**src/rtl/hci_core_mux_static_ctrl_pkg.sv**
```systemverilog
// hci_core_mux_static_ctrl_pkg: shared FSM type and select-width helper for the static mux controller
package hci_core_mux_static_ctrl_pkg;

    typedef enum logic [1:0] {IDLE, OWNED, DRAIN} hci_mux_ctrl_state_e;

    function automatic int unsigned sel_w(input int unsigned n);
        return $clog2(n - 1) + 1;
    endfunction

endpackage

```
**src/rtl/hci_core_mux_static_ctrl_if.sv**
```systemverilog
// hci_core_mux_static_ctrl_if: ownership handshake and muxed-port monitor bundle
interface hci_core_mux_static_ctrl_if
    import hci_core_mux_static_ctrl_pkg::*;
#(
    parameter int unsigned NB_CHAN = 2,
    parameter int unsigned SEL_W   = sel_w(NB_CHAN)
);
    logic [NB_CHAN-1:0] own_req_i;
    logic [NB_CHAN-1:0] release_i;
    logic [NB_CHAN-1:0] own_gnt_o;
    logic [SEL_W-1:0]   sel_o;
    logic               mon_req_i;
    logic               mon_gnt_i;
    logic               mon_wen_i;
    logic               mon_r_valid_i;
    logic               mon_r_ready_i;
    logic               busy_o;
    logic               err_o;

    modport master (
        output own_req_i, release_i, mon_req_i, mon_gnt_i, mon_wen_i, mon_r_valid_i, mon_r_ready_i,
        input  own_gnt_o, sel_o, busy_o, err_o
    );

    modport slave (
        input  own_req_i, release_i, mon_req_i, mon_gnt_i, mon_wen_i, mon_r_valid_i, mon_r_ready_i,
        output own_gnt_o, sel_o, busy_o, err_o
    );

endinterface

```
**src/rtl/hci_core_mux_static_ctrl_rr_arbiter.sv**
```systemverilog
// hci_core_mux_static_ctrl_rr_arbiter: round-robin pick starting at the slot after the last winner
module hci_core_mux_static_ctrl_rr_arbiter #(
    parameter int unsigned NB_CHAN = 2,
    parameter int unsigned IDX_W   = 1
) (
    input  logic               clk_i,
    input  logic               rst_ni,
    input  logic               clear_i,
    input  logic [NB_CHAN-1:0] req,
    input  logic               en,
    output logic [NB_CHAN-1:0] gnt,
    output logic [IDX_W-1:0]   idx
);
    localparam int unsigned IW = NB_CHAN > 1 ? $clog2(NB_CHAN) : 1;

    logic [IDX_W-1:0] ptr;
    logic             found;
    int               c;

    always_comb begin
        found = 1'b0;
        idx   = '0;
        c     = 0;
        for (int k = 0; k < int'(NB_CHAN); k++) begin
            c = (int'(ptr) + k) % int'(NB_CHAN);
            if (!found && req[c[IW-1:0]]) begin
                found = 1'b1;
                idx   = IDX_W'(c);
            end
        end
        gnt = found ? NB_CHAN'(1) << idx : '0;
    end

    always_ff @(posedge clk_i or negedge rst_ni)
        if (!rst_ni)
            ptr <= '0;
        else if (clear_i)
            ptr <= '0;
        else if (en && found)
            ptr <= (idx == IDX_W'(NB_CHAN - 1)) ? '0 : idx + 1'b1;

endmodule

```
**src/rtl/hci_core_mux_static_ctrl.sv**
```systemverilog
// hci_core_mux_static_ctrl: exclusive-ownership scheduler driving a static HCI mux select.
// Optional ownership watchdog enabled by defining HCI_MUX_STATIC_CTRL_WATCHDOG_EN.
module hci_core_mux_static_ctrl
    import hci_core_mux_static_ctrl_pkg::*;
#(
    parameter int unsigned NB_CHAN         = 2,
    parameter int unsigned MAX_OUTSTANDING = 8
`ifdef HCI_MUX_STATIC_CTRL_WATCHDOG_EN
   ,parameter int unsigned WATCHDOG_CYCLES = 1024
`endif
) (
    input logic                      clk_i,
    input logic                      rst_ni,
    input logic                      clear_i,
    hci_core_mux_static_ctrl_if.slave bus
);
    localparam int unsigned SEL_W = sel_w(NB_CHAN);
    localparam int unsigned CNT_W = $clog2(MAX_OUTSTANDING + 1);

    hci_mux_ctrl_state_e state_q, state_d;
    logic [CNT_W-1:0]    cnt_q, cnt_d;
    logic [NB_CHAN-1:0]  arb_gnt;
    logic [SEL_W-1:0]    arb_idx;
    logic                req_any, rel, inc, dec, ovf, udf, wd_fire;

    assign req_any = |bus.own_req_i;
    assign inc     = bus.mon_req_i & bus.mon_gnt_i & bus.mon_wen_i;
    assign dec     = bus.mon_r_valid_i & bus.mon_r_ready_i;
    assign ovf     = inc & ~dec & (cnt_q == CNT_W'(MAX_OUTSTANDING));
    assign udf     = dec & ~inc & (cnt_q == '0);
    assign rel     = (state_q == OWNED) & ((|(bus.release_i & bus.own_gnt_o)) | wd_fire);
    assign cnt_d   = (ovf | udf | (inc ~^ dec)) ? cnt_q : inc ? cnt_q + 1'b1 : cnt_q - 1'b1;
    assign bus.busy_o = state_q != IDLE;

    hci_core_mux_static_ctrl_rr_arbiter #(
        .NB_CHAN (NB_CHAN),
        .IDX_W   (SEL_W)
    ) i_arb (
        .clk_i   (clk_i),
        .rst_ni  (rst_ni),
        .clear_i (clear_i),
        .req     (bus.own_req_i),
        .en      (state_q == IDLE),
        .gnt     (arb_gnt),
        .idx     (arb_idx)
    );

`ifdef HCI_MUX_STATIC_CTRL_WATCHDOG_EN
    localparam int unsigned WD_W = $clog2(WATCHDOG_CYCLES);

    logic [WD_W-1:0] wd_q;
    logic            hs;

    // Any accepted request proves the owner is alive, so the timeout restarts.
    assign hs      = bus.mon_req_i & bus.mon_gnt_i;
    assign wd_fire = (state_q == OWNED) & (wd_q == WD_W'(WATCHDOG_CYCLES - 1)) & ~hs &
                     (|(bus.own_req_i & ~bus.own_gnt_o));

    always_ff @(posedge clk_i or negedge rst_ni)
        if (!rst_ni)
            wd_q <= '0;
        else if (clear_i || state_q != OWNED || hs)
            wd_q <= '0;
        else if (wd_q != WD_W'(WATCHDOG_CYCLES - 1))
            wd_q <= wd_q + 1'b1;
`else
    assign wd_fire = 1'b0;
`endif

    always_comb begin
        state_d = state_q;
        case (state_q)
            IDLE:    state_d = req_any ? OWNED : IDLE;
            OWNED:   state_d = rel ? DRAIN : OWNED;
            DRAIN:   state_d = (cnt_q == '0 && !bus.mon_req_i) ? IDLE : DRAIN;
            default: state_d = IDLE;
        endcase
    end

    always_ff @(posedge clk_i or negedge rst_ni)
        if (!rst_ni) begin
            state_q       <= IDLE;
            cnt_q         <= '0;
            bus.err_o     <= 1'b0;
            bus.sel_o     <= '0;
            bus.own_gnt_o <= '0;
        end else if (clear_i) begin
            state_q       <= IDLE;
            cnt_q         <= '0;
            bus.err_o     <= 1'b0;
            bus.sel_o     <= '0;
            bus.own_gnt_o <= '0;
        end else begin
            state_q   <= state_d;
            cnt_q     <= cnt_d;
            bus.err_o <= bus.err_o | ovf | udf | wd_fire;
            if (state_q == IDLE && req_any) begin
                bus.sel_o     <= arb_idx;
                bus.own_gnt_o <= arb_gnt;
            end else if (rel)
                bus.own_gnt_o <= '0;
        end

endmodule
```
**src/flat_wrapper.sv**
```systemverilog
// flat-port wrapper written by rule: the top's interface ports become plain ports
module hci_core_mux_static_ctrl_flat import hci_core_mux_static_ctrl_pkg::*;
#(
    parameter int unsigned NB_CHAN         = 2,
    parameter int unsigned MAX_OUTSTANDING = 8

)
  (clk_i, rst_ni, clear_i, bus_own_req_i, bus_release_i, bus_mon_req_i, bus_mon_gnt_i, bus_mon_wen_i, bus_mon_r_valid_i, bus_mon_r_ready_i, bus_own_gnt_o, bus_sel_o, bus_busy_o, bus_err_o);
  hci_core_mux_static_ctrl_if #(.NB_CHAN(NB_CHAN)) bus_i ();
  input logic clk_i;
  input logic rst_ni;
  input logic clear_i;
  input wire logic [$bits(bus_i.own_req_i)-1:0] bus_own_req_i;
  input wire logic [$bits(bus_i.release_i)-1:0] bus_release_i;
  input wire logic [$bits(bus_i.mon_req_i)-1:0] bus_mon_req_i;
  input wire logic [$bits(bus_i.mon_gnt_i)-1:0] bus_mon_gnt_i;
  input wire logic [$bits(bus_i.mon_wen_i)-1:0] bus_mon_wen_i;
  input wire logic [$bits(bus_i.mon_r_valid_i)-1:0] bus_mon_r_valid_i;
  input wire logic [$bits(bus_i.mon_r_ready_i)-1:0] bus_mon_r_ready_i;
  output wire logic [$bits(bus_i.own_gnt_o)-1:0] bus_own_gnt_o;
  output wire logic [$bits(bus_i.sel_o)-1:0] bus_sel_o;
  output wire logic [$bits(bus_i.busy_o)-1:0] bus_busy_o;
  output wire logic [$bits(bus_i.err_o)-1:0] bus_err_o;
  assign bus_i.own_req_i = bus_own_req_i;
  assign bus_i.release_i = bus_release_i;
  assign bus_i.mon_req_i = bus_mon_req_i;
  assign bus_i.mon_gnt_i = bus_mon_gnt_i;
  assign bus_i.mon_wen_i = bus_mon_wen_i;
  assign bus_i.mon_r_valid_i = bus_mon_r_valid_i;
  assign bus_i.mon_r_ready_i = bus_mon_r_ready_i;
  assign bus_own_gnt_o = bus_i.own_gnt_o;
  assign bus_sel_o = bus_i.sel_o;
  assign bus_busy_o = bus_i.busy_o;
  assign bus_err_o = bus_i.err_o;
  hci_core_mux_static_ctrl #(.NB_CHAN(NB_CHAN), .MAX_OUTSTANDING(MAX_OUTSTANDING)) u_core (.clk_i(clk_i), .rst_ni(rst_ni), .clear_i(clear_i), .bus(bus_i));
endmodule
```
**config.mk**
```make
export PLATFORM = sky130hd
export DESIGN_NAME = hci_core_mux_static_ctrl_flat
export DESIGN_NICKNAME = d
export VERILOG_FILES = /design/src/rtl/hci_core_mux_static_ctrl_pkg.sv /design/src/rtl/hci_core_mux_static_ctrl_if.sv /design/src/rtl/hci_core_mux_static_ctrl_rr_arbiter.sv /design/src/rtl/hci_core_mux_static_ctrl.sv /design/src/flat_wrapper.sv
export SDC_FILE = /design/constraint.sdc
export NUM_CORES = 1
export LEC_CHECK = 0
export CORE_MARGIN = 2
export CORE_UTILIZATION = 39
export DETAILED_ROUTE_END_ITERATION = 8
export HOLD_SLACK_MARGIN = 0.03
export PLACE_DENSITY = 0.69
export SETUP_SLACK_MARGIN = 0.3
export SYNTH_ARGS = -nofsm -noshare
export SYNTH_HDL_FRONTEND = slang
export SYNTH_SLANG_ARGS = --single-unit
```
**constraint.sdc**
```tcl
create_clock -name clk_i -period 3.16 [get_ports clk_i]
set_input_delay 0.632 -clock clk_i [delete_from_list [all_inputs] [get_ports clk_i]]
set_output_delay 0.632 -clock clk_i [all_outputs]
set_load 0.02 [all_outputs]
```
# ---- After elaboration in Yosys (flattened, before gate mapping)
# Index checks and enable logic that the tools add are counted.
dict set report classes {
  add_sub_neg 4
  multipliers 0
  n_div 0
  n_lt_le_gt_ge 2
  eq_ne 4
  n_shift 1
  n_mux 26
  bitwise_logic 16
  n_reduce_logical 14
}
# operator count
set op_table {}
lappend op_table {{$mux W1} 15}
lappend op_table {{$mux W2} 7}
lappend op_table {{$mux W4} 3}
lappend op_table {{$and A1 B1 Y1} 8}
lappend op_table {{$pmux W2 S3} 1}
lappend op_table {{$reduce_bool A2 Y1} 3}
lappend op_table {{$add A4 B1 Y4 const B} 1}
lappend op_table {{$eq A4 B4 Y1 const B} 1}
lappend op_table {{$logic_and A1 B1 Y1} 4}
lappend op_table {{$logic_not A4 Y1} 1}
lappend op_table {{$lt A1 B2 Y1 const B} 2}
lappend op_table {{$or A1 B1 Y1} 4}
lappend op_table {{$reduce_or A2 Y1} 2}
lappend op_table {{$sub A4 B1 Y4 const B} 1}
lappend op_table {{$reduce_bool A3 Y1} 1}
lappend op_table {{$add A1 B1 Y1 const B} 2}
lappend op_table {{$and A2 B2 Y2} 1}
lappend op_table {{$eq A2 B1 Y1 const B} 1}
lappend op_table {{$eq A2 B2 Y1 const B} 1}
lappend op_table {{$logic_not A1 Y1} 2}
lappend op_table {{$logic_not A2 Y1} 1}
lappend op_table {{$ne A2 B2 Y1 const B} 1}
lappend op_table {{$not A1 Y1} 2}
lappend op_table {{$shl A1 B1 Y2 const A} 1}
lappend op_table {{$xnor A1 B1 Y1} 1}
dict set report word_totals {
  ff_bits 11
  latch_bits 0
  ramBits 0
  romBits 0
  mem_count 0
}

# ---- Longest topological paths before layout
dict set report depth {
  depth_word 10
  ltp_mapped 8
}

# ---- By module
# Synthesis repeated with hierarchy kept, for this count alone.
dict set report hier_totals {
  cells_unflattened 79
  area_unflattened_um2 729.4
}
# module instances cells_each area_each_um2 seq_area_each_um2
set by_module_without_submodules {}
lappend by_module_without_submodules {hci_core_mux_static_ctrl 1 71 651.9 250.2}
lappend by_module_without_submodules {hci_core_mux_static_ctrl_rr_arbiter 1 8 77.6 25.0}

# ---- Least setup slack after synthesis
# OpenSTA, ideal clock, no wires.
dict set report synth_path {
  path_type {in2reg}
  from {input bus_mon_wen_i}
  to {register u_core.cnt_q[3]}
  setup_ps 125
  t_arrival_ps 1981
  t_required_ps 3035
  slack_ps 1054
  path_stages 8
  cell_sequence {and3_1 buf_2 inv_2 ha_1 o21ai_0 a21oi_1 a221oi_2 mux2_4}
}
dict set report synth_via {
  elab_chain_len 7
  elab_cells_between_ends 13
}
# element line
set synth_rtl {}
lappend synth_rtl {{start, declared} flat_wrapper.sv:17} ;# input wire logic [$bits(bus_i.mon_wen_i)-1:0] bus_mon_wen_i;
lappend synth_rtl {{$and A1 B1 Y1 *} hci_core_mux_static_ctrl.sv:27} ;# assign inc = bus.mon_req_i & bus.mon_gnt_i & bus.mon_wen_i;
lappend synth_rtl {{$not A1 Y1} hci_core_mux_static_ctrl.sv:30} ;# assign udf = dec & ~inc & (cnt_q == '0);
lappend synth_rtl {{$and A1 B1 Y1 (2 in a row)} hci_core_mux_static_ctrl.sv:30}
lappend synth_rtl {{$or A1 B1 Y1 (2 in a row)} hci_core_mux_static_ctrl.sv:32} ;# assign cnt_d = (ovf | udf | (inc ~^ dec)) ? cnt_q : inc ? cnt_q + 1'b1 : cnt_q - 1'b1;
lappend synth_rtl {{$ne A2 B2 Y1 (no line)} n/a}
lappend synth_rtl {{end signal, assigned} hci_core_mux_static_ctrl.sv:95} ;# cnt_q <= cnt_d;
lappend synth_rtl {{end, declared} hci_core_mux_static_ctrl.sv:21} ;# logic [CNT_W-1:0] cnt_q, cnt_d;
# Mark *: on every way between the ends. The rest lies on a longest branch, timed or not. The select of a mux whose other input is x is not followed.
# A chain may end at the register's enable or synchronous reset.

# ---- Worst setup path after layout
dict set report layout_path {
  from {input bus_mon_req_i}
  to {register u_core.cnt_q[3]}
}
dict set report layout_via {
  elab_chain_len 8
  elab_cells_between_ends 14
}
# element line
set layout_rtl {}
lappend layout_rtl {{start, declared} flat_wrapper.sv:15} ;# input wire logic [$bits(bus_i.mon_req_i)-1:0] bus_mon_req_i;
lappend layout_rtl {{$and A1 B1 Y1 * (2 in a row)} hci_core_mux_static_ctrl.sv:27}
lappend layout_rtl {{$not A1 Y1} hci_core_mux_static_ctrl.sv:30}
lappend layout_rtl {{$and A1 B1 Y1 (2 in a row)} hci_core_mux_static_ctrl.sv:30}
lappend layout_rtl {{$or A1 B1 Y1 (2 in a row)} hci_core_mux_static_ctrl.sv:32}
lappend layout_rtl {{$ne A2 B2 Y1 (no line)} n/a}
# Marked as above.

==> results.txt <==
- Total core area: 0.00171 mm2
- Cell types with the largest area share after synthesis: dfrtp_1 (39%), a21oi_1 (5.7%), ha_1 (3.6%), nor3_1 (3.6%), nand4_4 (3.0%)
- Counting cells, the worst reg-to-reg path comes to 4.
- H-tree depth: 1
- Summed over all failing endpoints, the final setup total negative slack is 0 ns.
* WP data required: 3.32 ns
- Area occupied by registers: 275 um2
* Terminating pin of the worst hold path: u_core.state_q[0]$_DFF_PN0_
- In this run the vertical extent of the chip is 46.5 um.
* Launch point of the worst reg-to-reg path: u_core.cnt_q[1]$_DFFE_PN0P_
- Once routing completed, OpenROAD measured the worst setup slack at 0.714 ns.
- Result of the run: completed
- Dpl hpwl: 1160 um
- During synthesis, Yosys emitted a total of 0 warnings.
* Number of setup buffers added after CTS: 0
- LEAKAGE: 0.356 nW
- For this run, design rule violations remaining after detail routing come to 0.
- Number of gates resized after CTS: 0
* Mapped Avg Cell Area: 9.38 um2
- Final standard cell utilization of the core: 0.527
- Sinks on Clock Net: 11
* Final Skew: 0.00457 ns
* Multi-input combinational cell area: 393 um2
* Starting DRC count in detailed routing: 6
- For this run, the total global-route usage over all layers was measured as 0.172.
* Beginning of the worst hold path: u_core.state_q[1]$_DFF_PN0_
- The tree is rooted in a clkbuf_4.
- Worst slew margin relative to its limit: 0.660
* TritonCTS clock tree: built
* Wire length of the first global-routing pass: 2550 um
* Final worst path period need: 2.45 ns
- The die covers 0.00216 mm2.
- For this design the ratio of total power to cell area is 449 mW/mm2.
- Overall die width: 46.5 um
- The netlist uses 36 different library cells.
- Routed wire length on met3: 47 um
- Final worst-path cycle share: 0.774
- Area leader, netlist: dfrtp_1
* Hold buffer count at cts: 0
- Synth Instances: 75
* Worst R2R End: u_core.cnt_q[3]$_DFFE_PN0P_
* Reg clk slew, reported paths: 0.08 ns
- FFs w/ async S/R, synth: 1.00
* Grt total ovfl: 0
* Synthesized area: 703 um2
* Worst VDD drop: 0.237 mV
- Detailed routing placed a total of 743 um of wire on met2.
- STA classifies the critical path endpoint as a flop.
- Hold_ws: 0.504 ns
* Final-stage net count: 107
* Worst Hold Depth: 1
- Synth Register Bits: 11
* Quantity of I/O buffers inserted on ports: 16
- Detailed-route wire length: 1460 um
* Type of the tightest min-delay check: flop to flop
- RSZ-0062 raised after global routing: false
- Number of vias after detailed routing: 604
- OpenSTA, run right after detailed placement, puts the worst setup slack at 0.440 ns.
* Clock latency of the later-clocked register in the worst-skew pair: 0.27 ns
- Setup slack on the worst reg-to-reg path comes out at 1.48 ns.
- Number of I/O pins: 17
- The worst setup path is launched from an input pin.
- Counting the fill cells in the layout gives 157.
* Count of flip-flops with a built-in enable after synthesis: 0
- Entering global routing, the biggest net connects 15 pins.
- The most used flip-flop cell after synthesis is dfrtp_1.
* Portion of synthesized cell area occupied by the leading cell type: 0.391
* Via count of the first global-routing pass: 599
* Largest fanout on the critical path: 8
* Detail-routed net length per standard cell: 12.5 um
* Share of layout cells above drive strength 1: 0.120
- Uppermost signal routing layer after detailed routing: met4
- The repair_antennas step left the layout with diodes totalling 0.
- After routing the design area is 901 um2.
* Arrival time at the worst endpoint: 2.61 ns
- At the end of routability-driven placement, the weighted congestion stood at 0.783.
* Number of buffers created by CTS: 3
- Per-cell via count in the routed design: 5.16
- The clock passes through at most 2 buffers.
* Residual antenna-violating net count after detailed routing: 0
- Transition time at the pin with the least slew margin: 0.509 ns
- Initial antenna violation count: 0
- Setup violations remaining at the end of the flow were counted as 0.
* Area growth from synthesis to layout: 28.1%
- The number of nets handed over by synthesis was 89.
- Proportion of synthesized chip area in sequential cells: 0.391
- Count of pins over their slew limit: 0
- First-pass iteration count of the detailed router: 3
- Standard-cell row count: 15
* Initial Util: 0.412
- In this run the cell area measured after placement is 875 um2.
* Final hold vios: 0
- Crit Path Category: input pin to flop
* Max Freq: 409 MHz
- For this block, wires on met1 add up to 639 um.
- Max-capacitance violation count: 0
-- cell families (layout without fill, tap and decap cells) --
group / after synthesis / after routing / synth area share
flops: 11 / 11 / 0.391
fa+ha+maj: 2 / 2 / 0.0356
xor+xnor: 2 / 2 / 0.0249
simple gates: 32 / 32 / 0.292
buf+inv: 7 / 24 / 0.0498
mux: 1 / 1 / 0.0213
compound gates: 20 / 20 / 0.185
-- worst max path at each step --
stage / start / to / slack (ns) / cells past startpoint
3_3_place_gp: bus_mon_req_i / u_core.cnt_q[3]$_DFFE_PN0P_ / 0.48 / 8
6_report: bus_mon_req_i / u_core.cnt_q[3]$_DFFE_PN0P_ / 0.71 / 8
5_1_grt: bus_mon_req_i / u_core.cnt_q[3]$_DFFE_PN0P_ / 0.56 / 8
3_5_place_dp: bus_mon_req_i / u_core.cnt_q[3]$_DFFE_PN0P_ / 0.44 / 8
2_1_floorplan: bus_mon_wen_i / u_core.cnt_q[3]$_DFFE_PN0P_ / 1.05 / 8
4_1_cts: bus_mon_req_i / u_core.cnt_q[3]$_DFFE_PN0P_ / 0.73 / 8
-- final cells by class --
class,count,share of cell area
Clock buffer,4,0.0292
Inverter,4,0.0167
Multi-Input combinational cell,57,0.436
Sequential cell,11,0.306
Tap cell,25,0.0347
Timing Repair Buffer,16,0.178
-- per-stage QoR --
step                instances  total power, mW
detailed placement        113            0.309
global route              117            0.430
floorplan                  75            0.265
global placement          113            0.306
finish                    117            0.404
CTS                       117            0.408
-- layout by cell type, fill, tap and decap left out, types with 2 or more instances in the layout --
master           count
nor2b_1              3
nand2_1              5
ha_1                 2
inv_1                3
nor3_1               5
and3_1               3
nand2b_1             2
dfrtp_1             11
clkbuf_4             3
nand3_1              2
a21oi_1              8
clkdlybuf4s50_1     16
o21ai_0              3
nor2_1               4
-- registers in the layout (all words and copies together) (netlist names) --
register / flops
u_core.cnt_q: 4
u_core.bus.own_gnt_o: 2
u_core.state_q: 2
u_core.bus.err_o: 1
u_core.bus.sel_o: 1
u_core.i_arb.ptr: 1
-- where the power goes --
part           internal [mW]  switching [mW]  total, mW
combinational         0.0685          0.0626      0.131
clock                 0.0489          0.0500     0.0989
sequential             0.155          0.0188      0.174
-- routing by layer --
layer  global-route usage  vias to the layer above
met2                0.286                       12
met4                0.109                        0
met5                    0                        -
met3               0.0392                        4
met1                0.197                      273
li1                     -                      315
-- synth_stat cells (2+ instances only) --
cell type,instances
dfrtp_1,11
a21oi_1,8
nand2_1,5
nor3_1,5
nor2_1,4
and3_1,3
inv_1,3
nor2b_1,3
o21ai_0,3
ha_1,2
nand2b_1,2
nand3_1,2
-- critical path: stages --
cell and delay (ns):
clkdlybuf4s50_1 0.47, and3_1 0.34, inv_2 0.11, ha_1 0.33, o21ai_0 0.09, a21oi_1 0.09, a221oi_2 0.22, mux2_4 0.32
Power figures use the tool's default switching activity.
